**src/rtl/cpu_pkg.sv**
```systemverilog
// Shared CPU definitions: addressing modes, address-multiplexer select codes
// and the operand-fetch state enumeration.
package cpu_pkg;

    localparam logic [3:0] MODE_IMP  = 4'd0;
    localparam logic [3:0] MODE_IMM  = 4'd1;
    localparam logic [3:0] MODE_ZP   = 4'd2;
    localparam logic [3:0] MODE_ZPX  = 4'd3;
    localparam logic [3:0] MODE_ZPY  = 4'd4;
    localparam logic [3:0] MODE_ABS  = 4'd5;
    localparam logic [3:0] MODE_ABSX = 4'd6;
    localparam logic [3:0] MODE_ABSY = 4'd7;
    localparam logic [3:0] MODE_IND  = 4'd8;
    localparam logic [3:0] MODE_IZX  = 4'd9;
    localparam logic [3:0] MODE_IZY  = 4'd10;

    localparam logic [3:0] SEL_PC         = 4'b0000;
    localparam logic [3:0] SEL_ZP_DIR     = 4'b0001;
    localparam logic [3:0] SEL_DIR        = 4'b0010;
    localparam logic [3:0] SEL_ZP_IND     = 4'b0011;
    localparam logic [3:0] SEL_ZP_IND_INC = 4'b0100;
    localparam logic [3:0] SEL_IND        = 4'b0101;
    localparam logic [3:0] SEL_IND_INC    = 4'b0110;

    typedef enum logic [2:0] {
        ST_IDLE,
        ST_FETCH_LO,
        ST_FETCH_HI,
        ST_INDEX,
        ST_PTR_LO,
        ST_PTR_HI,
        ST_DONE
    } state_t;

    // Pointer-based modes fetch their operand bytes into indirl/indirh.
    function automatic logic is_indirect(input logic [3:0] m);
        return (m == MODE_IND) || (m == MODE_IZX) || (m == MODE_IZY);
    endfunction

    function automatic logic uses_y(input logic [3:0] m);
        return (m == MODE_ZPY) || (m == MODE_ABSY) || (m == MODE_IZY);
    endfunction

endpackage

```
**src/rtl/index_adder.sv**
```systemverilog
// 16-bit base plus 8-bit index; carry7 is the carry out of the low byte and
// also serves as the page-cross indication.
module index_adder (
    input  logic [15:0] base,
    input  logic [7:0]  idx,
    output logic [15:0] sum,
    output logic        carry7
);

    logic [8:0] low_sum;

    assign low_sum = {1'b0, base[7:0]} + {1'b0, idx};
    assign carry7  = low_sum[8];
    assign sum     = {base[15:8] + {7'b0, low_sum[8]}, low_sum[7:0]};

endmodule

```
**src/rtl/operand_fetch_seq.sv**
```systemverilog
// Operand/addressing-mode sequencer: drives address-select codes, captures
// operand and pointer bytes, applies X/Y indexing and flags completion.
module operand_fetch_seq
    import cpu_pkg::*;
(
    input  logic       clk,
    input  logic       reset,
    input  logic       start,
    input  logic [3:0] mode,
    input  logic [7:0] data_in,
    input  logic [7:0] x,
    input  logic [7:0] y,
    output logic [3:0] address_select,
    output logic       pc_inc,
    output logic [7:0] dirl,
    output logic [7:0] dirh,
    output logic [7:0] indirl,
    output logic [7:0] indirh,
    output logic       busy,
    output logic       done,
    output logic       page_cross
);

    state_t      state, next_state;
    logic [3:0]  mode_q;
    logic [15:0] idx_base, idx_sum;
    logic [7:0]  idx_val;
    logic        idx_carry;

    function automatic state_t first_state(input logic [3:0] m);
        if (m >= MODE_ZP && m <= MODE_IZY)
            return ST_FETCH_LO;
        return ST_DONE;
    endfunction

    function automatic logic [3:0] effective_select(input logic [3:0] m);
        if (m == MODE_ZP || m == MODE_ZPX || m == MODE_ZPY)
            return SEL_ZP_DIR;
        if (m >= MODE_ABS && m <= MODE_IZY)
            return SEL_DIR;
        return SEL_PC;
    endfunction

    assign idx_val  = uses_y(mode_q) ? y : x;
    assign idx_base = (mode_q == MODE_IZX) ? {8'h00, indirl} : {dirh, dirl};

    index_adder u_index_adder (
        .base   (idx_base),
        .idx    (idx_val),
        .sum    (idx_sum),
        .carry7 (idx_carry)
    );

    always_ff @(posedge clk or posedge reset) begin
        if (reset)
            state <= ST_IDLE;
        else
            state <= next_state;
    end

    always_comb begin
        next_state     = state;
        address_select = SEL_PC;
        pc_inc         = 1'b0;
        done           = 1'b0;
        busy           = (state != ST_IDLE);
        case (state)
            ST_IDLE: begin
                if (start)
                    next_state = first_state(mode);
            end
            ST_FETCH_LO: begin
                pc_inc = 1'b1;
                case (mode_q)
                    MODE_ZPX, MODE_ZPY, MODE_IZX:           next_state = ST_INDEX;
                    MODE_ABS, MODE_ABSX, MODE_ABSY, MODE_IND: next_state = ST_FETCH_HI;
                    MODE_IZY:                               next_state = ST_PTR_LO;
                    default:                                next_state = ST_DONE;
                endcase
            end
            ST_FETCH_HI: begin
                pc_inc = 1'b1;
                case (mode_q)
                    MODE_ABSX, MODE_ABSY: next_state = ST_INDEX;
                    MODE_IND:             next_state = ST_PTR_LO;
                    default:              next_state = ST_DONE;
                endcase
            end
            ST_INDEX: begin
                next_state = (mode_q == MODE_IZX) ? ST_PTR_LO : ST_DONE;
            end
            ST_PTR_LO: begin
                address_select = (mode_q == MODE_IND) ? SEL_IND : SEL_ZP_IND;
                next_state     = ST_PTR_HI;
            end
            ST_PTR_HI: begin
                address_select = (mode_q == MODE_IND) ? SEL_IND_INC : SEL_ZP_IND_INC;
                next_state     = (mode_q == MODE_IZY) ? ST_INDEX : ST_DONE;
            end
            ST_DONE: begin
                address_select = effective_select(mode_q);
                done           = 1'b1;
                next_state     = ST_IDLE;
            end
            default: next_state = ST_IDLE;
        endcase
    end

    always_ff @(posedge clk or posedge reset) begin
        if (reset) begin
            mode_q     <= '0;
            dirl       <= '0;
            dirh       <= '0;
            indirl     <= '0;
            indirh     <= '0;
            page_cross <= 1'b0;
        end else begin
            case (state)
                ST_IDLE: begin
                    if (start) begin
                        mode_q     <= mode;
                        page_cross <= 1'b0;
                    end
                end
                ST_FETCH_LO: begin
                    if (is_indirect(mode_q))
                        indirl <= data_in;
                    else
                        dirl <= data_in;
                end
                ST_FETCH_HI: begin
                    if (mode_q == MODE_IND)
                        indirh <= data_in;
                    else
                        dirh <= data_in;
                end
                ST_PTR_LO: dirl <= data_in;
                ST_PTR_HI: dirh <= data_in;
                ST_INDEX: begin
                    case (mode_q)
                        MODE_ZPX, MODE_ZPY: dirl <= idx_sum[7:0];
                        MODE_ABSX, MODE_ABSY, MODE_IZY: begin
                            {dirh, dirl} <= idx_sum;
                            page_cross   <= idx_carry;
                        end
                        MODE_IZX: indirl <= idx_sum[7:0];
                        default: ;
                    endcase
                end
                default: ;
            endcase
        end
    end

endmodule

```
**config.mk**
```make
export PLATFORM = sky130hd
export DESIGN_NAME = operand_fetch_seq
export DESIGN_NICKNAME = d
export VERILOG_FILES = /design/src/rtl/cpu_pkg.sv /design/src/rtl/index_adder.sv /design/src/rtl/operand_fetch_seq.sv
export SDC_FILE = /design/constraint.sdc
export NUM_CORES = 1
export LEC_CHECK = 0
export BUFFER_PORTS_ARGS = -buffer_cell sky130_fd_sc_hd__clkbuf_2
export CELL_PAD_IN_SITES_DETAIL_PLACEMENT = 1
export CELL_PAD_IN_SITES_GLOBAL_PLACEMENT = 1
export CORE_ASPECT_RATIO = 1.25
export CORE_MARGIN = 2
export CORE_UTILIZATION = 40
export DETAILED_ROUTE_END_ITERATION = 10
export PLACE_DENSITY = 0.89
export SLEW_MARGIN = 40
export SYNTH_ARGS = -nofsm -noshare
export SYNTH_HDL_FRONTEND = slang
export SYNTH_SLANG_ARGS = --single-unit
```
**constraint.sdc**
```tcl
create_clock -name clk -period 5.1 [get_ports clk]
set_input_delay 0 -clock clk [delete_from_list [all_inputs] [get_ports clk]]
set_output_delay 0 -clock clk [all_outputs]
set_load 0.05 [all_outputs]
```
Yosys cells after proc, flatten, opt, wreduce, memory -nomap -nowiden

Memories as Yosys holds them, arrays and structs flattened.
Index checks and enable logic that the tools add are counted.

Flip-flop bits (word level): 40
ROM bits: 48
Input bits: 31
Output and inout port bits: 40
Word-level logic and storage cells: 97
Memories: 1

Add/subtract/negate cells: 2
Magnitude comparators: 4
Eq/ne operators: 21
Multiplexer cells: 38
Reduce and logical (&&, ||, !) cells: 24

Memory list:

| name            | depth | width | rd ports | clocked after memory_dff | write ports | line                    | source |
|---|---|---|---|---|---|---|---|
| (no name shown) | 16    | 3     | 1        | 0                        | 0           | operand_fetch_seq.sv:74 | `case (mode_q)` |

Operator list:

| cell                                                                   | number |
|---|---|
| 8-bit 2-to-1 mux                                                       | 7 |
| 8-bit case mux with 3 select lines                                     | 2 |
| 3-bit case mux with 6 select lines                                     | 1 |
| 16-bit 2-to-1 mux                                                      | 1 |
| 4-bit 2-to-1 mux                                                       | 4 |
| 8-bit case mux with 2 select lines                                     | 1 |
| 3-bit 2-to-1 mux                                                       | 5 |
| 2-bit != test (second input constant)                                  | 7 |
| 4-bit by 3-bit equality test with 1-bit output (second input constant) | 3 |
| 4-bit equality test (second input constant)                            | 3 |
| 1-bit 2-to-1 mux                                                       | 12 |
| 4-bit case mux with 3 select lines                                     | 1 |
| 3-bit AND reduction                                                    | 4 |
| 8-bit by 8-bit adder with 9-bit output                                 | 1 |
| 3-bit equality test (second input constant)                            | 3 |
| 3-bit nonzero test                                                     | 3 |
| 8-bit by 1-bit adder with 8-bit output                                 | 1 |
| 4-bit by 2-bit equality test with 1-bit output (second input constant) | 2 |
| 4-bit <= comparator (second input constant)                            | 2 |
| 3-bit by 2-bit equality test with 1-bit output (second input constant) | 2 |
| 1-bit logical OR                                                       | 6 |
| 3-bit case mux with 2 select lines                                     | 1 |
| 5-bit OR reduction                                                     | 1 |
| 4-bit by 2-bit >= comparator with 1-bit output (second input constant) | 1 |
| 10 further kinds                                                       | 15 |

Logic depth before layout (Yosys ltp)

Gate-level depths: netlist of run 1.

Depth after elaboration: 10
Gate-level depth with buffers: 19
Gate-level depth less buffers: 18

Modules after synthesis

From an unflattened synthesis of run 1, not the netlist that was laid out.

Cell total of the unflattened synthesis: 290
Area, all modules: 2944.1 µm²

By module, submodules not included:

| module            | times used | cells an instance | area each (µm²) | sequential area each (µm²) |
|---|---|---|---|---|
| operand_fetch_seq | 1          | 235               | 2494.9          | 1001.0 |
| index_adder       | 1          | 55                | 449.2           | 0.0 |

Worst setup path after synthesis of run 1

No wires, ideal clock.

Path kind: reg-to-reg
Start point: register mode_q[3]
End point: register dirh[7]
Arrival time: 3783 ps
Path slack: 1234 ps
Cell stages (with the launch flop): 18
Path buffers: 1
Clock period less this slack: 3866 ps
Cell sequence: dfrtp_1 buf_2 nor2b_1 nand2_1 a21oi_2 mux2_2 ha_1 fa_1 a21oi_1 o211ai_1 a21o_1 a21o_1 ha_1 and3_1 and3_1 a311oi_1 o21ai_0 o21ai_0

Longest elaborated chain between the ends: 8
Elaborated cells between the ends (all ways): 18
Classes of those cells: add/sub: 2; eq/ne: 8; mux: 4; reduce/logical: 4

RTL lines:

| what                                                              | line                                    | source |
|---|---|---|
| start: declaration                                                | operand_fetch_seq.sv:25                 | `logic [3:0] mode_q;` |
| start signal: assignment                                          | operand_fetch_seq.sv:121                | `mode_q <= mode;` |
| 4-bit by 3-bit equality test with 1-bit output (on tied branches) | cpu_pkg.sv:41, operand_fetch_seq.sv:140 |  |
| 1-bit logical OR (2 in series)                                    | cpu_pkg.sv:41                           | `return (m == MODE_ZPY) \|\| (m == MODE_ABSY) \|\| (m == MODE_IZY);` |
| 8-bit 2-to-1 mux                                                  | operand_fetch_seq.sv:44                 | `assign idx_val = uses_y(mode_q) ? y : x;` |
| 8-bit by 8-bit adder with 9-bit output                            | index_adder.sv:12                       | `assign low_sum = {1'b0, base[7:0]} + {1'b0, idx};` |
| 8-bit by 1-bit adder with 8-bit output                            | index_adder.sv:14                       | `assign sum = {base[15:8] + {7'b0, low_sum[8]}, low_sum[7:0]};` |
| 8-bit 2-to-1 mux                                                  | operand_fetch_seq.sv:140                | `case (mode_q)` |
| 8-bit case mux with 3 select lines                                | operand_fetch_seq.sv:118                | `case (state)` |
| end signal: assignment                                            | operand_fetch_seq.sv:135                | `dirh <= data_in;` |
| end signal: assignment                                            | operand_fetch_seq.sv:138                | `ST_PTR_HI: dirh <= data_in;` |
| end signal: assignment                                            | operand_fetch_seq.sv:143                | `{dirh, dirl} <= idx_sum;` |
| end: declaration                                                  | operand_fetch_seq.sv:16                 | `output logic [7:0] dirh,` |

Several ways; a longest one is shown, not always the timed one. The select of a mux whose other input is x is not followed.
A chain may end at the register's enable or synchronous reset.

Worst setup path after layout of run 1

Start point: register mode_q[1]
End point: register dirh[7]

Same word-level chain as after synthesis.

==> reports/qor.yml, run 1 <==
floorplanning:
  pin_count: 71
  core_um2: 6650
  dieArea_um2: 7610
  initial_core_util_pct: 41.7
  fp-row-count: 33
  die_x_um: 78.5
  die_h_um: 97.1
clock_network:
  cts_setup_buffers: 0
  cts_resized: 0
  clock_latency_ns: 0.31
  htree_levels: 2
  cts_tree: "yes"
  cts_root_buf: "clkbuf_8"
  cts_buffers: 5
  clk_path_buf_depth: 2
  cts_sinks: 40
  cts_hold_buf: 12
  clk_pin_slew_ns: 0.09
setup_path:
  path_cells: "nor2b_1, a211oi_1, a21oi_2, mux2_2, ha_1, fa_1, a21oi_1, o211ai_1, a21o_1, a21o_1, ha_1, and3_1, and3_1, a311oi_1, o21ai_0, o21ai_0"
  crit_family: "compound AO/OA/AOI/OAI gates"
  critPathArrivalTime_ns: 4.72
  path_class: "reg2reg"
  crit_buf_inv: 0
  cp_max_fo: 14
  slowest_delay_ns: 0.62
  start_kind: "flop"
  cp-end-kind: "flop"
  cp_slowest_cell: "dfrtp_1"
  required_ns: 5.33
detailed_routing:
  drt_iter0_drc: 106
  firstDrtPassIters: 4
  via_per_inst: 5.64
  drcViolationCount: 0
  routed_wl_mm: 8.05
  wl_per_cell_um: 17.7
  num_vias: 2568
  antenna_left: 0
sta:
  setup_viol: 0
  skew_ns: 0.00974
  worst_slack_ns: 0.607
  setup_tns_ns: 0
  finalCritPeriodShare_pct: 88.1
  max_freq_mhz: 223
  rsz0062_at_grt: "no"
  relSlewSlack_pct: 49.9
  finalHoldViolCount: 0
  worst_pin_slew_ns: 0.750
  period_needed_ns: 4.49
  report.final.slew_viol_count: 0
global_route:
  use_met2_pct: 40.2
  antenna_found_initial: 0
  use_met1_pct: 26.4
  grt_pass1_wl_mm: 13.2
  met3_usage_pct: 3.25
  top_usage_layer: "met2"
  grt_pass1_vias: 2653
  grt.total_usage_pct: 21.8
  grt_max_degree: 41
  grt.overflow.total: 0
synthesis:
  synth_enable_flop_cells: 0
  synth_fp_nets: 337
  synth.avg_cell_area_um2: 9.39
  synth_top_area_share_pct: 36.1
  synth_area_leaders: "dfrtp_1 (36%), mux2_2 (13%), o21ai_0 (6.0%), ha_1 (4.5%), a21oi_1 (4.2%)"
  yosys.area.top_type: "dfrtp_1"
  postSynthCellCount: 295
  yosysWarningCount: 0
  yosysSeqAreaShare_pct: 36.1
  async_reset_ff_share_pct: 100
  ys.flop_type: "dfrtp_1"
  synth_area_um2: 2770
  synth_cell_types: 55
  ys_ff_latch: 40
layout:
  nets: 409
  antennaDiodeCount: 0
  area_growth_pct: 22.0
  layout-drive-gt1-share_pct: 31.5
  utilization_pct: 50.9
  fillers: 781
placed_design:
  place_congestion: 0.860
  place_ws_ns: 0.603
  port_buffers: 69
  hpwl_mm: 5.92
run:
  maxCapViolCount: 0
outcome:
  status: "finished clean"
hold_path:
  hp-class: "in2reg"
==> layer usage <==
layer,wire length [um],vias up
met3,337,10
met5,0,-
met1,3360,1267
met2,4250,70
li1,-,1221
met4,105,0
==> registers in the layout, indices dropped and copies added, names as in the netlist <==
name,flops
page_cross,1
state,3
mode_q,4
indirh,8
indirl,8
dirh,8
dirl,8
==> cells by family (layout without fill, tap and decap cells) <==
kind of cell               Yosys count  after routing  share of synthesized area (%)
AOI/OAI and AO/OA                   93             93                           21.2
xor gates and xnor gates             5              5                           1.58
adders and majority gates           11             11                           5.24
buffers and inverters               25             98                           4.47
DFF                                 40             40                           36.1
muxes                               34             34                           13.7
other                                1              1                          0.135
and+or+nand+nor                     86             86                           17.6
==> layout by cell type, fill, tap and decap left out, drive strengths merged, types with 2 or more instances in the layout <==
cell,Yosys,final
a31oi,4,4
nand3b,2,2
a211oi,5,5
o21ai,33,33
clkbuf,5,74
a21oi,24,24
xnor2,3,3
mux2,31,31
inv,8,9
a21o,6,6
nor2b,9,9
mux2i,3,3
xor2,2,2
nor3,4,4
nor3b,6,6
and3,3,3
o22a,3,3
nand2,23,23
or3,2,2
nand2b,9,9
nand3,5,5
dlygate4sd3,0,12
and2,3,3
o21a,3,3
nor4b,2,2
ha,10,10
o31a,3,3
dfrtp,40,40
nor2,11,11
==> per-stage QoR <==
stage	instance area (um2)	instances	hold slack, ns
6_report	3380	455	0.00224
5_1_grt	3380	455	0.00854
4_1_cts	3370	455	0.000549
3_5_place_dp	3140	435	0.148
3_3_place_gp	3140	435	0.140
2_1_floorplan	2770	295	0.117
==> path summary, 6_finish.rpt <==
check | from | endpoint | slack (ns) | cells past startpoint
min in group asynchronous | reset | dirh[5] | 0.35 | 4
max in group asynchronous | reset | state[2] | 4.37 | 4
hold / removal | data_in[7] | indirh[7] | 0.002 | 2
hold reg to reg | indirh[3] | indirh[3] | 0.52 | 1
setup / recovery | mode_q[1] | dirh[7] | 0.61 | 16
setup reg to reg | mode_q[1] | dirh[7] | 0.61 | 16
==> synthesized netlist by cell type (all sizes together) (6+ instances only) <==
master	count
o21ai	33
nor2b	9
buf	12
ha	10
a21o	6
nand2b	9
dfrtp	40
nor3b	6
nor2	11
nand2	23
a21oi	24
inv	8
mux2	31
==> final cells by class <==
cell class / count / area (um2) / area share (%)
clock buffers: 5 / 68.8 / 2.03
clock inverters: 3 / 46.3 / 1.37
inverters: 8 / 30.0 / 0.888
multi-input cells: 230 / 1650 / 48.9
flip-flops and latches: 40 / 1000 / 29.6
well taps: 87 / 109 / 3.22
repair buffers: 82 / 473 / 14.0
Power of run 1 is left out: the tool's default activity adds up to more than one toggle a clock period on the data nets, which glitch-free logic cannot reach.
==> run 2: changes to the inputs <==
- PLACE_DENSITY: 0.89 -> 0.87
==> run 2 against run 1 <==
Compared with the run above:
- sequential cell count unchanged
- worst setup slack worse by 0.032 ns
- critical path depth grew 1
- non-clock buffer count did not move
- die area stayed put
- first-iteration DRC count is 32% higher
- count of clock-buffer cells in the layout did not move
- cell count unchanged
- largest cell class unchanged
==> reports/qor.yml, run 2 (same netlist as run 1, synthesis figures left out) <==
sta:
  period_needed_ns: 4.52  # was 4.49 ns
  rsz0062_at_grt: "no"  # unchanged
  finalCritPeriodShare_pct: 88.7  # was 88.1%
  setup_tns_ns: 0  # unchanged
  max_freq_mhz: 221  # was 223 MHz
  report.final.slew_viol_count: 0  # unchanged
  relSlewSlack_pct: 47.5  # was 49.9%
  setup_viol: 0  # unchanged
  finalHoldViolCount: 0  # unchanged
  worst_pin_slew_ns: 0.785  # was 0.750 ns
  skew_ns: 0.00964  # was 0.00974 ns
setup_path:
  timing.critical_path.mode_cell: "ha_1"
  r2r_end: "dirh[6]"  # was dirh[7]
  cp_slowest_cell: "dfrtp_1"  # unchanged
  slowest_delay_ns: 0.62  # about the same
  start_kind: "flop"  # unchanged
  path_cells: "nor2b_1, a211oi_1, a21oi_2, mux2_2, ha_1, fa_1, a21oi_1, o211ai_1, a21o_1, a21o_1, ha_1, ha_1, and3_1, nand3_1, nor2b_1, o21ai_0, o21ai_0"  # was nor2b_1, a211oi_1, a21oi_2, mux2_2, ha_1, fa_1, a21oi_1, o211ai_1, a21o_1, a21o_1, ha_1, and3_1, and3_1, a311oi_1, o21ai_0, o21ai_0
  r2r-start: "mode_q[1]"  # unchanged
  path_class: "reg2reg"  # unchanged
  critPathArrivalTime_ns: 4.75  # was 4.72 ns
  required_ns: 5.33  # about the same
  ff2ff_path_depth: 17  # was 16
  reg2reg_slack_ns: 0.58  # was 0.61 ns
  cp-end-kind: "flop"  # unchanged
  cp_max_fo: 14  # unchanged
hold_path:
  holdPathEnd: "indirh[4]"  # was indirh[7]
  min_from: "data_in[4]"  # was data_in[7]
  min_path_cells: 2  # unchanged
  hp-class: "in2reg"  # unchanged
clock_network:
  cts_tree: "yes"  # unchanged
  clock_latency_ns: 0.30  # was 0.31 ns
  htree_levels: 2  # unchanged
  cts_buffers: 5  # unchanged
  cts_setup_buffers: 0  # unchanged
  clk_pin_slew_ns: 0.09  # about the same
  clk_path_buf_depth: 2  # unchanged
  cts_sinks: 40  # unchanged
  cts_resized: 0  # unchanged
  cts_root_buf: "clkbuf_8"  # unchanged
global_route:
  grt.total_usage_pct: 21.9  # was 21.8%
  grt_pass1_wl_mm: 13.3  # was 13.2 mm
  antenna_found_initial: 0  # unchanged
  grt_max_degree: 41  # unchanged
  grt_pass1_vias: 2723  # was 2653
  grt.overflow.total: 0  # unchanged
detailed_routing:
  top_layer_used: "met4"  # unchanged
  routed-wl-met3_um: 353  # was 337 um
  via_per_inst: 5.65  # was 5.64
  met1_length_mm: 3.36  # unchanged
  num_vias: 2570  # was 2568
  wl_per_cell_um: 17.7  # about the same
  drt_iter0_drc: 140  # was 106
  antenna_left: 0  # unchanged
  drcViolationCount: 0  # unchanged
  routed_wl_mm: 8.06  # was 8.05 mm
  firstDrtPassIters: 4  # unchanged
  met2_length_mm: 4.18  # was 4.25 mm
layout:
  final_common_cell: "clkbuf_2"  # unchanged
  area_growth_pct: 22.0  # unchanged
  utilization_pct: 50.9  # unchanged
  antennaDiodeCount: 0  # unchanged
  nets: 409  # unchanged
  layout-drive-gt1-share_pct: 31.5  # unchanged
  final_cell_mix: "clkbuf_2 (69), dfrtp_1 (40), o21ai_0 (33), mux2_2 (31)"  # unchanged
placed_design:
  port_buffers: 69  # unchanged
  hpwl_mm: 5.88  # was 5.92 mm
  place_congestion: 0.838  # was 0.860
floorplanning:
  core_um2: 6650  # unchanged
  die_h_um: 97.1  # unchanged
  fp-row-count: 33  # unchanged
  dieArea_um2: 7610  # unchanged
  initial_core_util_pct: 41.7  # unchanged
  pin_count: 71  # unchanged
  die_x_um: 78.5  # unchanged
outcome:
  status: "finished clean"  # unchanged
run:
  maxCapViolCount: 0  # unchanged
==> run 2: cell type report <==
cell class / count / area [um2]
sequential: 40 / 1000
clock buffer: 5 / 68.8
timing repair buffer: 82 / 473
fill: 799 / 3270
inverter: 8 / 30.0
multi-input combinational: 230 / 1650
tap: 87 / 109
clock inverter: 3 / 46.3
==> run 2: metal layers <==
metal  vias to the layer above  track usage, %
met5                         -               0
met1                      1249            26.5
li1                       1219               -
met3                        17            2.79
met2                        85            39.1
met4                         0            8.37
==> run 2: repair_timing <==
item	in CTS	in global routing
hold buffers	12	0
setup endpoints to repair	0	0
endpoints found under the hold margin	51	0
==> run 2: stage by stage <==
step           hold slack, ns  instances  instance area [um2]  setup WS, ns
2_1_floorplan           0.117        295                 2770          1.23
3_3_place_gp            0.140        435                 3140         0.853
3_5_place_dp            0.148        435                 3140         0.629
4_1_cts              0.000209        455                 3370         0.615
5_1_grt                0.0121        455                 3380         0.263
6_report               0.0188        455                 3380         0.575
==> run 2: worst max-delay path by stage <==
stage	depth (start not counted)	slack, ns	to	startpoint
global route	17	0.26	dirh[6]	mode_q[1]
floorplan	17	1.23	dirh[7]	mode_q[3]
CTS	17	0.61	dirh[6]	mode_q[1]
detailed placement	16	0.63	dirh[7]	mode_q[1]
finish	17	0.58	dirh[6]	mode_q[1]
global placement	16	0.85	dirh[7]	mode_q[1]
==> run 2: worst max-delay path: cells and delay by family (launching register included) <==
kind | cells | cell delay [ns]
DFF | 1 | 0.62
AOI/OAI and AO/OA | 8 | 1.53
muxes | 1 | 0.41
adders and majority gates | 4 | 1.10
and+or+nand+nor | 4 | 0.77
Power of run 2 is left out for the same reason.
==> run 3: changes to the inputs <==
==> constraint.sdc (replaced) <==
create_clock -name clk -period 5.1 [get_ports clk]
set_input_delay 0.255 -clock clk [delete_from_list [all_inputs] [get_ports clk]]
set_output_delay 0.255 -clock clk [all_outputs]
set_load 0.05 [all_outputs]
==> run 3 against run 2 <==
Compared with the run above:
- clock skew barely moved
- critical path depth unchanged
- largest cell class unchanged
- critical path type unchanged
- non-clock buffer count fell by 12
==> reports/qor.yml, run 3 (same netlist as run 1, synthesis figures left out) <==
outcome:
  status: "finished clean"  # unchanged
clock_network:
  cts_resized: 0  # unchanged
  cts_sinks: 40  # unchanged
  cts_tree: "yes"  # unchanged
  cts_buffers: 5  # unchanged
  cts_setup_buffers: 0  # unchanged
  clk_path_buf_depth: 2  # unchanged
  htree_levels: 2  # unchanged
  cts_root_buf: "clkbuf_8"  # unchanged
  clock_latency_ns: 0.30  # about the same
  clk_pin_slew_ns: 0.09  # about the same
  cts_hold_buf: 0  # was 12
placed_design:
  place_congestion: 0.838  # unchanged
  port_buffers: 69  # unchanged
  hpwl_mm: 5.88  # unchanged
run:
  maxCapViolCount: 0  # unchanged
setup_path:
  reg2reg_slack_ns: 0.57  # was 0.58 ns
  cp-end-kind: "flop"  # unchanged
  timing.critical_path.mode_cell: "ha_1"  # unchanged
  critPathArrivalTime_ns: 4.76  # was 4.75 ns
  path_cells: "nor2b_1, a211oi_1, a21oi_2, mux2_2, ha_1, fa_1, a21oi_1, o211ai_1, a21o_1, a21o_1, ha_1, ha_1, and3_1, nand3_1, nor2b_1, o21ai_0, o21ai_0"  # unchanged
  cp_max_fo: 14  # unchanged
  slowest_delay_ns: 0.62  # about the same
  cp_slowest_cell: "dfrtp_1"  # unchanged
  required_ns: 5.33  # about the same
  start_kind: "flop"  # unchanged
  path_class: "reg2reg"  # unchanged
sta:
  finalHoldViolCount: 0  # unchanged
  rsz0062_at_grt: "no"  # unchanged
  report.final.slew_viol_count: 0  # unchanged
  period_needed_ns: 4.53  # was 4.52 ns
  worst_pin_slew_ns: 0.812  # was 0.785 ns
  setup_tns_ns: 0  # unchanged
  skew_ns: 0.00929  # was 0.00964 ns
  max_freq_mhz: 221  # about the same
  setup_viol: 0  # unchanged
  finalCritPeriodShare_pct: 88.9  # was 88.7%
  relSlewSlack_pct: 45.7  # was 47.5%
detailed_routing:
  num_vias: 2533  # was 2570
  drcViolationCount: 0  # unchanged
  routed_wl_mm: 7.93  # was 8.06 mm
  firstDrtPassIters: 4  # unchanged
  antenna_left: 0  # unchanged
  via_per_inst: 5.72  # was 5.65
  drt_iter0_drc: 148  # was 140
  wl_per_cell_um: 17.9  # was 17.7 um
global_route:
  grt.overflow.total: 0  # unchanged
  antenna_found_initial: 0  # unchanged
  grt_pass1_vias: 2645  # was 2723
  grt.total_usage_pct: 21.5  # was 21.9%
  grt_pass1_wl_mm: 13.1  # was 13.3 mm
  grt_max_degree: 41  # unchanged
floorplanning:
  core_um2: 6650  # unchanged
  initial_core_util_pct: 41.7  # unchanged
  die_x_um: 78.5  # unchanged
  die_h_um: 97.1  # unchanged
  dieArea_um2: 7610  # unchanged
  pin_count: 71  # unchanged
  fp-row-count: 33  # unchanged
layout:
  final_common_cell: "clkbuf_2"  # unchanged
  layout-drive-gt1-share_pct: 32.6  # was 31.5%
  final_cell_mix: "clkbuf_2 (69), dfrtp_1 (40), o21ai_0 (33), mux2_2 (31)"  # unchanged
  antennaDiodeCount: 0  # unchanged
  nets: 397  # was 409
  area_growth_pct: 17.7  # was 22.0%
  fillers: 808  # was 799
hold_path:
  hp-class: "in2async"  # was in2reg
-- run 3: cell types whose count changed in the layout (fill, tap and decap cells not counted) --
cell           before  now
dlygate4sd3_1      12    0
-- run 3: final cells by class --
type                       instances  area, um2  share of cell area, %
multi-input combinational        230       1650                   50.7
sequential                        40       1000                   30.7
timing repair buffer              70        353                   10.8
tap                               87        109                   3.34
clock buffer                       5       68.8                   2.11
clock inverter                     3       46.3                   1.42
inverter                           8       30.0                  0.921
-- run 3: worst paths after layout --
path,end,start,cells after the start
max,dirh[6],mode_q[1],17
min,dirh[7],reset,3
max reg2reg,dirh[6],mode_q[1],17
min reg2reg,indirh[6],indirh[6],1
max in group asynchronous,state[0],reset,3
min in group clk,mode_q[0],mode[0],3
-- run 3: critical path: cells and delay by family, from the launching register on --
family,cells,cell delay [ns]
compound gates,8,1.54
fa+ha+maj,4,1.11
simple gates,4,0.77
flops,1,0.62
mux,1,0.41
-- run 3: per-stage QoR --
stage	setup WS [ns]	hold WS, ns	util, %	std cells	instance area [um2]
3_3_place_gp	0.853	0.395	47.2	435	3140
2_1_floorplan	1.23	0.372	-	295	2770
5_1_grt	0.263	0.109	49.1	443	3260
6_report	0.569	0.0453	49.1	443	3260
4_1_cts	0.615	0.0734	49.0	443	3250
3_5_place_dp	0.629	0.403	47.2	435	3140
-- run 3: per-layer routing --
metal	up-vias	global-route usage [%]	part of all wire, %
met4	0	8.37	2.5
met3	20	2.88	5.3
met5	-	0	0
met2	84	37.7	51
met1	1231	26.4	41
li1	1198	-	-
Power of run 3 is left out for the same reason.
